$ cat src/rtl/inert_pkg.sv
// Shared state encoding and SPI command words for the inertial sensor sequencer.
package inert_pkg;

  localparam int unsigned CMD_W   = 16;
  localparam int unsigned TIMER_W = 20;
  localparam int unsigned POR_W   = 16;

  typedef enum logic [2:0] {
    POR_WAIT,
    CFG1,
    CFG2,
    WAIT_INT,
    RD_PL,
    RD_PH,
    RD_AL,
    RD_AH
  } state_t;

  // SPI master command word: {R/Wn, register address, write data}
  typedef struct packed {
    logic       rd_wn;
    logic [6:0] addr;
    logic [7:0] data;
  } spi_cmd_t;

  localparam spi_cmd_t CMD_CFG1  = '{rd_wn: 1'b0, addr: 7'h0D, data: 8'h02};
  localparam spi_cmd_t CMD_CFG2  = '{rd_wn: 1'b0, addr: 7'h11, data: 8'h50};
  localparam spi_cmd_t CMD_RD_PL = '{rd_wn: 1'b1, addr: 7'h22, data: 8'h00};
  localparam spi_cmd_t CMD_RD_PH = '{rd_wn: 1'b1, addr: 7'h23, data: 8'h00};
  localparam spi_cmd_t CMD_RD_AL = '{rd_wn: 1'b1, addr: 7'h2C, data: 8'h00};
  localparam spi_cmd_t CMD_RD_AH = '{rd_wn: 1'b1, addr: 7'h2D, data: 8'h00};

endpackage

$ cat src/rtl/inert_timer.sv
// 20-bit wait/watchdog counter with clear, enable and a terminal compare against a supplied limit.
module inert_timer
  import inert_pkg::*;
(
  input  logic               clk,
  input  logic               rst_n,
  input  logic               clr,
  input  logic               en,
  input  logic               por_mode,
  input  logic [TIMER_W-1:0] limit,
  output logic               term_c
);

  logic [TIMER_W-1:0] cnt;
  logic [TIMER_W-1:0] cmp_c;

  always_ff @(posedge clk or negedge rst_n) begin
    if (!rst_n) begin
      cnt <= '0;
    end else if (clr) begin
      cnt <= '0;
    end else if (en) begin
      cnt <= cnt + TIMER_W'(1);
    end
  end

  // The power-up wait compares only the low 16 bits
  assign cmp_c  = por_mode ? TIMER_W'(cnt[POR_W-1:0]) : cnt;
  assign term_c = (cmp_c == limit);

endmodule

$ cat src/rtl/inert_seq_ctrl.sv
// Sequencer for the inertial sensor: power-up wait, register config, then INT-driven
// pitch-rate / AZ reads through the SPI master, with an INT watchdog.
module inert_seq_ctrl
  import inert_pkg::*;
#(
  parameter logic [15:0] INIT_WAIT   = 16'hFFFF,
  parameter logic [19:0] INT_TIMEOUT = 20'hFFFFF
) (
  input  logic              clk,
  input  logic              rst_n,
  input  logic              INT,
  input  logic              done,
  input  logic [CMD_W-1:0]  rd_data,
  output logic              wrt,
  output logic [CMD_W-1:0]  cmd,
  output logic [15:0]       ptch_rt,
  output logic [15:0]       AZ,
  output logic              vld,
  output logic              sensor_err
);

  state_t             state;
  spi_cmd_t           cmd_q;
  logic               int_ff1;
  logic               int_s;
  logic [7:0]         lo_p;
  logic [7:0]         hi_p;
  logic [7:0]         lo_a;
  logic               done_ok_c;
  logic               por_c;
  logic               tmr_clr_c;
  logic               tmr_en_c;
  logic               tmr_term_c;
  logic [TIMER_W-1:0] tmr_limit_c;
  logic               unused_rd_hi;

  assign cmd          = cmd_q;
  assign unused_rd_hi = ^rd_data[CMD_W-1:8];

  // A done coincident with the start pulse cannot belong to this transaction
  assign done_ok_c = done & ~wrt;

  // Timer only runs in the two waiting states, so any state change clears it
  assign por_c       = (state == POR_WAIT);
  assign tmr_clr_c   = ~(por_c | (state == WAIT_INT));
  assign tmr_en_c    = por_c | ~int_s;
  assign tmr_limit_c = por_c ? TIMER_W'(INIT_WAIT - 16'd1) : (INT_TIMEOUT - TIMER_W'(1));

  inert_timer u_timer (
    .clk      (clk),
    .rst_n    (rst_n),
    .clr      (tmr_clr_c),
    .en       (tmr_en_c),
    .por_mode (por_c),
    .limit    (tmr_limit_c),
    .term_c   (tmr_term_c)
  );

  // Two-flop synchronizer for the asynchronous sensor interrupt
  always_ff @(posedge clk or negedge rst_n) begin
    if (!rst_n) begin
      int_ff1 <= 1'b0;
      int_s   <= 1'b0;
    end else begin
      int_ff1 <= INT;
      int_s   <= int_ff1;
    end
  end

  always_ff @(posedge clk or negedge rst_n) begin
    if (!rst_n) begin
      state      <= POR_WAIT;
      wrt        <= 1'b0;
      cmd_q      <= '0;
      ptch_rt    <= '0;
      AZ         <= '0;
      vld        <= 1'b0;
      sensor_err <= 1'b0;
      lo_p       <= '0;
      hi_p       <= '0;
      lo_a       <= '0;
    end else begin
      wrt <= 1'b0;
      vld <= 1'b0;
      case (state)
        POR_WAIT: if (tmr_term_c) begin
          state <= CFG1;
          wrt   <= 1'b1;
          cmd_q <= CMD_CFG1;
        end
        CFG1: if (done_ok_c) begin
          state <= CFG2;
          wrt   <= 1'b1;
          cmd_q <= CMD_CFG2;
        end
        CFG2: if (done_ok_c) begin
          state <= WAIT_INT;
        end
        WAIT_INT: begin
          if (int_s) begin
            state <= RD_PL;
            wrt   <= 1'b1;
            cmd_q <= CMD_RD_PL;
          end else if (tmr_term_c) begin
            sensor_err <= 1'b1;
            state      <= CFG1;
            wrt        <= 1'b1;
            cmd_q      <= CMD_CFG1;
          end
        end
        RD_PL: if (done_ok_c) begin
          lo_p  <= rd_data[7:0];
          state <= RD_PH;
          wrt   <= 1'b1;
          cmd_q <= CMD_RD_PH;
        end
        RD_PH: if (done_ok_c) begin
          hi_p  <= rd_data[7:0];
          state <= RD_AL;
          wrt   <= 1'b1;
          cmd_q <= CMD_RD_AL;
        end
        RD_AL: if (done_ok_c) begin
          lo_a  <= rd_data[7:0];
          state <= RD_AH;
          wrt   <= 1'b1;
          cmd_q <= CMD_RD_AH;
        end
        RD_AH: if (done_ok_c) begin
          // Both words publish on the same edge as vld
          ptch_rt <= {hi_p, lo_p};
          AZ      <= {rd_data[7:0], lo_a};
          vld     <= 1'b1;
          state   <= WAIT_INT;
        end
        default: state <= POR_WAIT;
      endcase
    end
  end

endmodule

$ cat config.mk
export PLATFORM = sky130hd
export DESIGN_NAME = inert_seq_ctrl
export DESIGN_NICKNAME = d
export VERILOG_FILES = /design/src/rtl/inert_pkg.sv /design/src/rtl/inert_timer.sv /design/src/rtl/inert_seq_ctrl.sv
export SDC_FILE = /design/constraint.sdc
export NUM_CORES = 1
export LEC_CHECK = 0
export BUFFER_PORTS_ARGS = -buffer_cell sky130_fd_sc_hd__buf_2
export CAP_MARGIN = 0
export CORE_ASPECT_RATIO = 1.25
export CORE_UTILIZATION = 35
export DETAILED_ROUTE_END_ITERATION = 8
export GPL_TIMING_DRIVEN = 0
export PLACE_DENSITY_LB_ADDON = 0.2
export SYNTH_ARGS = -nofsm -noshare
export SYNTH_HDL_FRONTEND = slang
export SYNTH_SLANG_ARGS = --single-unit
export TNS_END_PERCENT = 20
$ cat constraint.sdc
create_clock -name clk -period 2.4 [get_ports clk]
set_input_delay 0.48 -clock clk [delete_from_list [all_inputs] [get_ports clk]]
set_output_delay 0.48 -clock clk [all_outputs]
set_load 0.03 [all_outputs]
== Word level (Yosys, flattened, before mapping) ==
Cells that the tools add are included.
Storage, ports and cells
  flip-flop bits (word level): 100
  input bits: 20
  output and inout bits: 51
  logic and storage cells: 70
Operators by class
  add/subtract/negate cells: 1
  equality and inequality tests: 14
  multiplexer cells: 24
  bitwise logic cells: 5
  reductions and logical operators: 11
Operator list (number)
  $mux 16: 6
  $pmux 16 s6: 1
  $mux 20: 4
  $mux 3: 7
  $pmux 3 s7: 1
  $add 20x1->20 const B: 1
  $eq 20x20->1: 1
  $eq 3x3->1 const B: 4
  $ne 2x2->1 const B: 5
  $reduce_and 5->1: 2
  $reduce_and 2->1: 4
  $eq 3x2->1 const B: 2
  $reduce_bool 6->1: 1
  $mux 1: 4
  $reduce_or 4->1: 1
  $eq 3x1->1 const B: 1
  $logic_not 3->1: 1
  $pmux 1 s3: 1
  $reduce_and 3->1: 1
  $ne 2x1->1 const B: 1
  $not 1->1: 2
  $or 1x1->1: 2
  $reduce_or 2->1: 1
  $and 1x1->1: 1

== Depth between registers and ports, before layout ==
Gate-level depths: netlist of run 1.
  word-level depth: 6
  gate-level depth with buffers: 8
  depth with buffers taken out: 7

== Modules after synthesis ==
A second synthesis of run 1 with hierarchy kept.
Second synthesis, totals
  cell total of the unflattened synthesis: 379
  area total of the unflattened synthesis: 4540.6 um^2
By module, submodules not included
  inert_seq_ctrl: times used 1, cells each 233, area each 3230.6 um^2, sequential area each 2001.9 um^2
  inert_timer: times used 1, cells each 146, area each 1310.0 um^2, sequential area each 500.5 um^2

== Worst setup path before layout of run 1 ==
Ideal clock, no wire load.
  kind: register -> register
  from: register state[1]
  to: register cmd_q, in the netlist cmd[8]
  library setup time: 0.126 ns
  data arrival time: 2.141 ns
  data required time: 2.274 ns
  setup slack: 0.133 ns
  stages on the path, launching flop included: 9
  buffers on the path: 1
  clock period less this slack: 2.267 ns
  path through: dfrtp_1 buf_4 clkinv_1 fa_1 nand3_1 o211a_1 o21ai_1 nand2b_1 a221o_1
On the way
  cells in the longest elaborated chain, start to end: 6
  elaborated cells between the ends (all ways): 18
  those cells by class: eq/ne: 10; mux: 5; reduce/logical: 3
RTL lines
  start: declaration: RTL line inert_seq_ctrl.sv:22  | state_t state;
  start signal: assignment: RTL line inert_seq_ctrl.sv:72  | state <= POR_WAIT;
  start signal: assignment: RTL line inert_seq_ctrl.sv:87  | state <= CFG1;
  start signal: assignment: RTL line inert_seq_ctrl.sv:92  | state <= CFG2;
  $logic_not 3->1: RTL line inert_seq_ctrl.sv:44, inert_seq_ctrl.sv:85
  $mux 20 (on tied branches): RTL line inert_timer.sv:28, inert_seq_ctrl.sv:47
  $eq 20x20->1: RTL line inert_timer.sv:29  | assign term_c = (cmp_c == limit);
  $mux 16 (2 in a row)
  $pmux 16 s6: RTL line inert_seq_ctrl.sv:85  | case (state)
  end signal: assignment: RTL line inert_seq_ctrl.sv:89  | cmd_q <= CMD_CFG1;
  end signal: assignment: RTL line inert_seq_ctrl.sv:94  | cmd_q <= CMD_CFG2;
  end signal: assignment: RTL line inert_seq_ctrl.sv:103  | cmd_q <= CMD_RD_PL;
  end: declaration: RTL line inert_seq_ctrl.sv:23  | spi_cmd_t cmd_q;
Parallel ways exist; a longest one is shown, timed or not.
A chain may end at the register's enable or synchronous reset.

== Final worst setup path of run 1 ==
  from: register state[2]
  to: register cmd_q, in the netlist cmd[8]
The elaborated chain is that of the path after synthesis.

==> metrics, run 1 <==
Starting Density=36.42%; drt initial violations=91; Net count, final=434; critical-path cell list=buf_4 -> inv_1 -> fa_2 -> nand3_1 -> o211a_1 -> o21ai_2 -> nand2b_4 -> a221o_1; H-Tree Depth=3; slowest CP cell=fa_2; actual slew at the worst max-slew pin=just under 0.8 ns; Die ar.=between 10000 and 15000 um2; part of the power in combinational logic=41.2%; GRT Util Overall=15.01%; worst flop-to-flop path endpoint=cmd[8]$_DFFE_PN0P_; Crit path max-delay family=compound AO/OA/AOI/OAI gates; dpl hpwl=between 5000 and 6000 um; Net Sw Frac=roughly 39%; multiplexer area fraction after synthesis=15.00%; Final Max Tran Viols=0; count of input and output buffers=slightly above 60; CP startpoint kind=flip-flop; Mapped Cells=337; Adder-Cell Fraction of Synth Area=1.055%; skew final=0.01000 ns; critical path data arrival time=roughly 2.5 ns; Int Power=4202 uW; register area share after synthesis=58.60%; sw power=2659 uW; root buffer cell=clkbuf_16; Clock Pin Slew Worst Setup and Hold Paths=around 0.080 ns; # setup viols final=0; Worst R2R Setup Slack=roughly 0.12 ns; WL/cell=14.68 um; setup ws final=0.1237 ns; RSZ-0062 raised after global routing=no; Final period util=a little over nine tenths; via count=2800; Post-Route WL=about 8500 um; die height=125.5 um; fin crit period=2.276 ns; Cell Area, Synth=4270 um2; CTS sink cnt=100; Critical Path Fanout Max=10; GP Congestion=0.7720; Post-route DRC=0; Clk network pwr share=a little over a fifth; Post-CTS Setup Bufs=0; asr flop ratio synth=100.0%; row count=44; compound-gate portion of the synthesized area=under 10%; Tot Pwr=approximately 7000 uW; placed cell count=561; Max Clk Rate=0.4393 GHz; CTS max path bufs=2; Critical path buffers and inverters=2; CP required=~2.6 ns; static leakage=0.002404 uW; CTS tree=yes; status=completed; reg2reg start=state[2]$_DFFE_PN0P_; io pins=71; vias in the first global route=2961; Primary FF master, synth=dfrtp_1; Worst Path Class, Setup=reg2reg; vias per cell=4.853; relative slew slack=around half; YS warnings=0; first-pass GRT wire length=14670 um; clk_lat worst skew=0.35 ns; post-route ant nets=0; layout cells sized above 1=38.70%; xor/xnor share of the synthesized area=3.282%; Synth Area in Simple Gates=about 13%; Sequential Power Share=37.1%; slowest stage delay, CP=around 0.5 ns; Synth Area per Inst=12.67 um2; Register-to-Register Path Depth=8; Layout area overhead=20.45%; CP Depth=8; placed cell area=4812 um2; antenna violations before repair=0; number of synthesized flops with an enable pin=0; CTS buffer count=9; Yosys cell types=51; CP endpoint kind=flip-flop; Power per Cell Area=between 1000 and 1500 nW/um2; MaxCap Viol Count=0; final instance area=a little over 5000 um2; pre-CTS setup slack=-0.1733 ns; post-synthesis register bit count=100; largest net degree at the start of global routing=57; core footprint=11730 um2; Peak supply drop=0.6462 mV; ANT cells=0; die width=100.8 um; Final Hold Fails=0; global route overflow=0; main combinational cell family by area after synthesis=multiplexers; final cell count without fillers=roughly 580; Syn Nets=360; Hold Path Class=in2async; first-pass iteration count of the detailed router=4; worst hold margin=0.1454 ns
-- cells by family (layout without fill, tap and decap cells) --
group,count (synthesis),in the layout
and+or+nand+nor,102,102
DFF,100,100
muxes,57,57
AOI/OAI and AO/OA,43,43
xor gates and xnor gates,16,16
buffers and inverters,16,95
adders and majority gates,3,3
-- cells in the mapped netlist (all sizes together) (2+ instances only) --
| library cell | instances | area share (%) |
|---|---|---|
| a211oi | 3 | 0.64 |
| a21o | 7 | 1.2 |
| a21oi | 7 | 0.82 |
| a221o | 2 | 0.47 |
| and2 | 9 | 1.3 |
| and3 | 2 | 0.29 |
| and4 | 4 | 0.94 |
| buf | 11 | 1.5 |
| dfrtp | 100 | 59 |
| ha | 2 | 0.59 |
| inv | 3 | 0.26 |
| mux2 | 56 | 15 |
| nand2 | 23 | 2.0 |
| nand2b | 4 | 0.59 |
| nand3 | 9 | 1.2 |
| nand4 | 5 | 0.88 |
| nor2 | 28 | 2.6 |
| nor2b | 4 | 0.59 |
| nor3 | 7 | 1.2 |
| nor3b | 2 | 0.47 |
| o211a | 2 | 0.47 |
| o21ai | 8 | 0.94 |
| o21bai | 2 | 0.35 |
| o2bb2ai | 5 | 1.0 |
| o31ai | 3 | 0.53 |
| or3 | 2 | 0.29 |
| xnor2 | 7 | 1.4 |
| xor2 | 9 | 1.8 |
-- how the worst max path moves through the flow --
stage | start | to | slack, ns
final | state[2]$_DFFE_PN0P_ | cmd[8]$_DFFE_PN0P_ | 0.12
after global routing | state[1]$_DFFE_PN0P_ | cmd[14]$_DFFE_PN0P_ | 0.03
after CTS | state[2]$_DFFE_PN0P_ | cmd[8]$_DFFE_PN0P_ | 0.004
after detailed placement | state[1]$_DFFE_PN0P_ | cmd[7]$_DFFE_PN0P_ | -0.17
after global placement | rst_n | ptch_rt[14]$_DFFE_PN0P_ | -0.23
after floorplan | state[1]$_DFFE_PN0P_ | cmd[8]$_DFFE_PN0P_ | 0.13
-- worst register-to-register path: stages (launching register included) --
cell	delay (ns)
dfrtp_2	0.46
buf_4	0.19
inv_1	0.12
fa_2	0.49
nand3_1	0.11
o211a_1	0.17
o21ai_2	0.11
nand2b_4	0.18
a221o_1	0.34
-- power groups by stage --
stage | Combinational (uW) | Sequential (uW) | Clock (uW)
after floorplan | 1400 | 3190 | 0
after global placement | 2740 | 2560 | 0
after detailed placement | 2780 | 2590 | 0
after CTS | 2820 | 2560 | 1540
after global routing | 3070 | 2640 | 1600
final | 2820 | 2550 | 1490
-- state kept, by name (all words and copies together) (netlist names) --
| register | flops |
|---|---|
| wrt | 1 |
| cmd | 16 |
| ptch_rt | 16 |
| int_s | 1 |
| sensor_err | 1 |
| state | 3 |
| hi_p | 8 |
| lo_p | 8 |
| int_ff1 | 1 |
| vld | 1 |
| u_timer.cnt | 20 |
| AZ | 16 |
| lo_a | 8 |
-- final cells by class --
type,count,area [um2]
buffer,12,68.82
clock buffer,9,225.2
clock inverter,7,83.83
fill,1102,6583
inverter,4,16.27
multi-input combinational,221,1704
sequential,100,2504
tap,161,201.4
timing repair buffer,63,340.3
-- through the flow --
stage | TNS [ns] | util [%]
global placement | -23.49 | 40.78
global route | 0 | 43.86
floorplan | 0 | -
detailed placement | -1.646 | 41.04
CTS | 0 | 43.74
finish | 0 | 43.86
-- metal layers --
metal / track usage, % / routed length (um) / vias to the layer above
li1: - / - / 1342
met2: 23.45 / 4052 / 46
met5: 0 / 0 / -
met1: 19.55 / 3876 / 1403
met3: 4.192 / 398 / 9
met4: 6.223 / 141 / 0
-- timing repair --
action,CTS,global route
setup endpoints to repair,16,10
resized for setup,3,4
hold buffers,0,0
-- placed cells by master, fill, tap and decap left out, drive strengths merged, types with 7 or more instances in the layout --
cell | synthesis | final
xnor2 | 7 | 7
and2 | 9 | 9
nor2 | 28 | 28
a21o | 7 | 7
o21ai | 8 | 8
buf | 11 | 74
clkbuf | 1 | 10
dfrtp | 100 | 100
nand2 | 23 | 23
nor3 | 7 | 7
xor2 | 9 | 9
a21oi | 7 | 7
mux2 | 56 | 56
nand3 | 9 | 9
Note: power is estimated with default switching activity, not from simulation.
==> inputs of run 2 (changes only) <==
--- a/config.mk
+++ b/config.mk
@@ -12,6 +12,7 @@
 export DETAILED_ROUTE_END_ITERATION = 8
 export GPL_TIMING_DRIVEN = 0
 export PLACE_DENSITY_LB_ADDON = 0.2
+export RECOVER_POWER = 100
 export SYNTH_ARGS = -nofsm -noshare
 export SYNTH_HDL_FRONTEND = slang
 export SYNTH_SLANG_ARGS = --single-unit
==> metrics, run 2 (synthesis gave the netlist of run 1 again) <==
row count=44 (unchanged); Peak supply drop=0.6256 mV (was 0.6462 mV); drt initial violations=102 (was 91); largest net degree at the start of global routing=57 (unchanged); Clock Pin Slew Worst Setup and Hold Paths=0.07 ns (was 0.08 ns); commonest non-fill, non-tap cell in the layout=dfrtp_1 (unchanged); Tot Pwr=6771 uW (was 6861 uW); antenna violations before repair=0 (unchanged); Worst Path Class, Setup=reg2reg (unchanged); slowest stage delay, CP=0.49 ns (about the same); CTS sink cnt=100 (unchanged); GP Congestion=0.7720 (unchanged); first-pass GRT wire length=14670 um (unchanged); CTS max path bufs=2 (unchanged); CP required=2.63 ns (about the same); CP startpoint kind=flip-flop (unchanged); RSZ-0062 raised after global routing=no (unchanged); Final period util=94.88% (was 94.85%); static leakage=0.002211 uW (was 0.002404 uW); Most flops, register=u_timer.cnt (unchanged); post-route ant nets=0 (unchanged); CTS tree=yes (unchanged); Final Hold Fails=0 (unchanged); worst hold stages=1; status=completed (unchanged); Net count, final=434 (unchanged); GRT Util Overall=15.01% (unchanged); CP endpoint kind=flip-flop (unchanged); ANT cells=0 (unchanged); WL/cell=14.72 um (was 14.68 um); final cell count without fillers=577 (unchanged); reg2reg start=state[2]$_DFFE_PN0P_ (unchanged); actual slew at the worst max-slew pin=1.100 ns (was 0.7694 ns); cts repair resizes=3 (unchanged); Post-CTS Setup Bufs=0 (unchanged); layout cells sized above 1=26.20% (was 38.70%); pre-CTS setup slack=-0.1733 ns (unchanged); first-pass iteration count of the detailed router=4 (unchanged); core footprint=11730 um2 (unchanged); Layout area overhead=18.37% (was 20.45%); Starting Density=36.42% (unchanged); Power per Cell Area=1339 nW/um2 (was 1334 nW/um2); Hold Path Origin=INT; Final Max Tran Viols=0 (unchanged); vias in the first global route=2961 (unchanged); slowest CP cell=fa_2 (unchanged); Critical path buffers and inverters=2 (unchanged); Post-Route WL=8495 um (was 8469 um); die height=125.5 um (unchanged); Hold Path Class=in2reg (was in2async); Critical Path Fanout Max=10 (unchanged); H-Tree Depth=3 (unchanged); Util after Layout=43.11% (was 43.86%); post-cts hold buffer count=0 (unchanged); vias per cell=4.887 (was 4.853); Die ar.=12650 um2 (unchanged); io pins=71 (unchanged); via count=2820 (was 2800); # setup viols final=0 (unchanged); Hold EP=int_ff1$_DFF_PN0_; critical path data arrival time=2.51 ns (about the same); worst flop-to-flop path endpoint=cmd[8]$_DFFE_PN0P_ (unchanged); Worst R2R Setup Slack=0.12 ns (about the same); Post-route DRC=0 (unchanged); Register-to-Register Path Depth=8 (unchanged); CP Depth=8 (unchanged); count of input and output buffers=62 (unchanged); dpl hpwl=5944 um (unchanged); placed cell count=561 (unchanged); setup ws final=0.1229 ns (was 0.1237 ns); clk_lat worst skew=0.35 ns (about the same); Crit path max-delay family=compound AO/OA/AOI/OAI gates (unchanged); crit path from=state[2]$_DFFE_PN0P_ (unchanged); Max Clk Rate=0.4392 GHz (was 0.4393 GHz); most frequent cells in the layout=99 x dfrtp_1, 56 x mux2_2, 53 x clkbuf_1, 27 x nor2_1, 23 x nand2_1 (was 99 x dfrtp_1, 68 x buf_2, 56 x mux2_2, 26 x nor2_1, 23 x nand2_1); die width=100.8 um (unchanged); critical-path cell list=buf_4 -> inv_1 -> fa_2 -> nand3_1 -> o211a_1 -> o21ai_2 -> nand2b_4 -> a221o_1 (unchanged); relative slew slack=26.67% (was 48.43%); MaxCap Viol Count=0 (unchanged); Largest register FFs=20 (unchanged); CTS buffer count=9 (unchanged); filler cell count in the final layout=1125 (was 1102); skew final=0.009051 ns (was 0.01000 ns); fin crit period=2.277 ns (was 2.276 ns); global route overflow=0 (unchanged); root buffer cell=clkbuf_16 (unchanged)
## run 2: worst reg2reg max path, cell delays in order (launching register included)
cell and delay (ns):
dfrtp_2 0.46, buf_4 0.19, inv_1 0.12, fa_2 0.50, nand3_1 0.10, o211a_1 0.17
o21ai_2 0.11, nand2b_4 0.18, a221o_1 0.34
## run 2: stage by stage
stage | hold WS (ns) | cell area (um2) | setup TNS, ns
floorplan | 0.1844 | 4270 | 0
global placement | 0.3414 | 4782 | -23.49
detailed placement | 0.3393 | 4812 | -1.646
CTS | 0.1596 | 5129 | 0
global route | 0.2241 | 5055 | 0
finish | 0.2388 | 5055 | 0
## run 2: how the worst max path moves through the flow
stage,to,slack [ns]
2_1_floorplan,cmd[8]$_DFFE_PN0P_,0.13
3_3_place_gp,ptch_rt[14]$_DFFE_PN0P_,-0.23
3_5_place_dp,cmd[7]$_DFFE_PN0P_,-0.17
4_1_cts,cmd[8]$_DFFE_PN0P_,0.004
5_1_grt,cmd[14]$_DFFE_PN0P_,0.02
6_report,cmd[8]$_DFFE_PN0P_,0.12
## run 2: per-layer routing
layer  wire length [um]  track usage, %
met5                  0               0
met1               3918           19.55
met3                377           4.192
met4                141           6.223
met2               4058           23.45
## run 2: layout make-up
class / instances / area [um2] / area share, %
Timing Repair Buffer: 63 / 254.0 / 5.025
Buffer: 12 / 68.82 / 1.361
Multi-Input combinational cell: 221 / 1702 / 33.66
Clock buffer: 9 / 225.2 / 4.455
Clock inverter: 7 / 83.83 / 1.658
Inverter: 4 / 16.27 / 0.3218
Sequential cell: 100 / 2504 / 49.53
Tap cell: 161 / 201.4 / 3.985
## run 2: power by group
part	switching (uW)	internal (uW)
registers	295	2260
clock network	663	825
logic	1710	1010
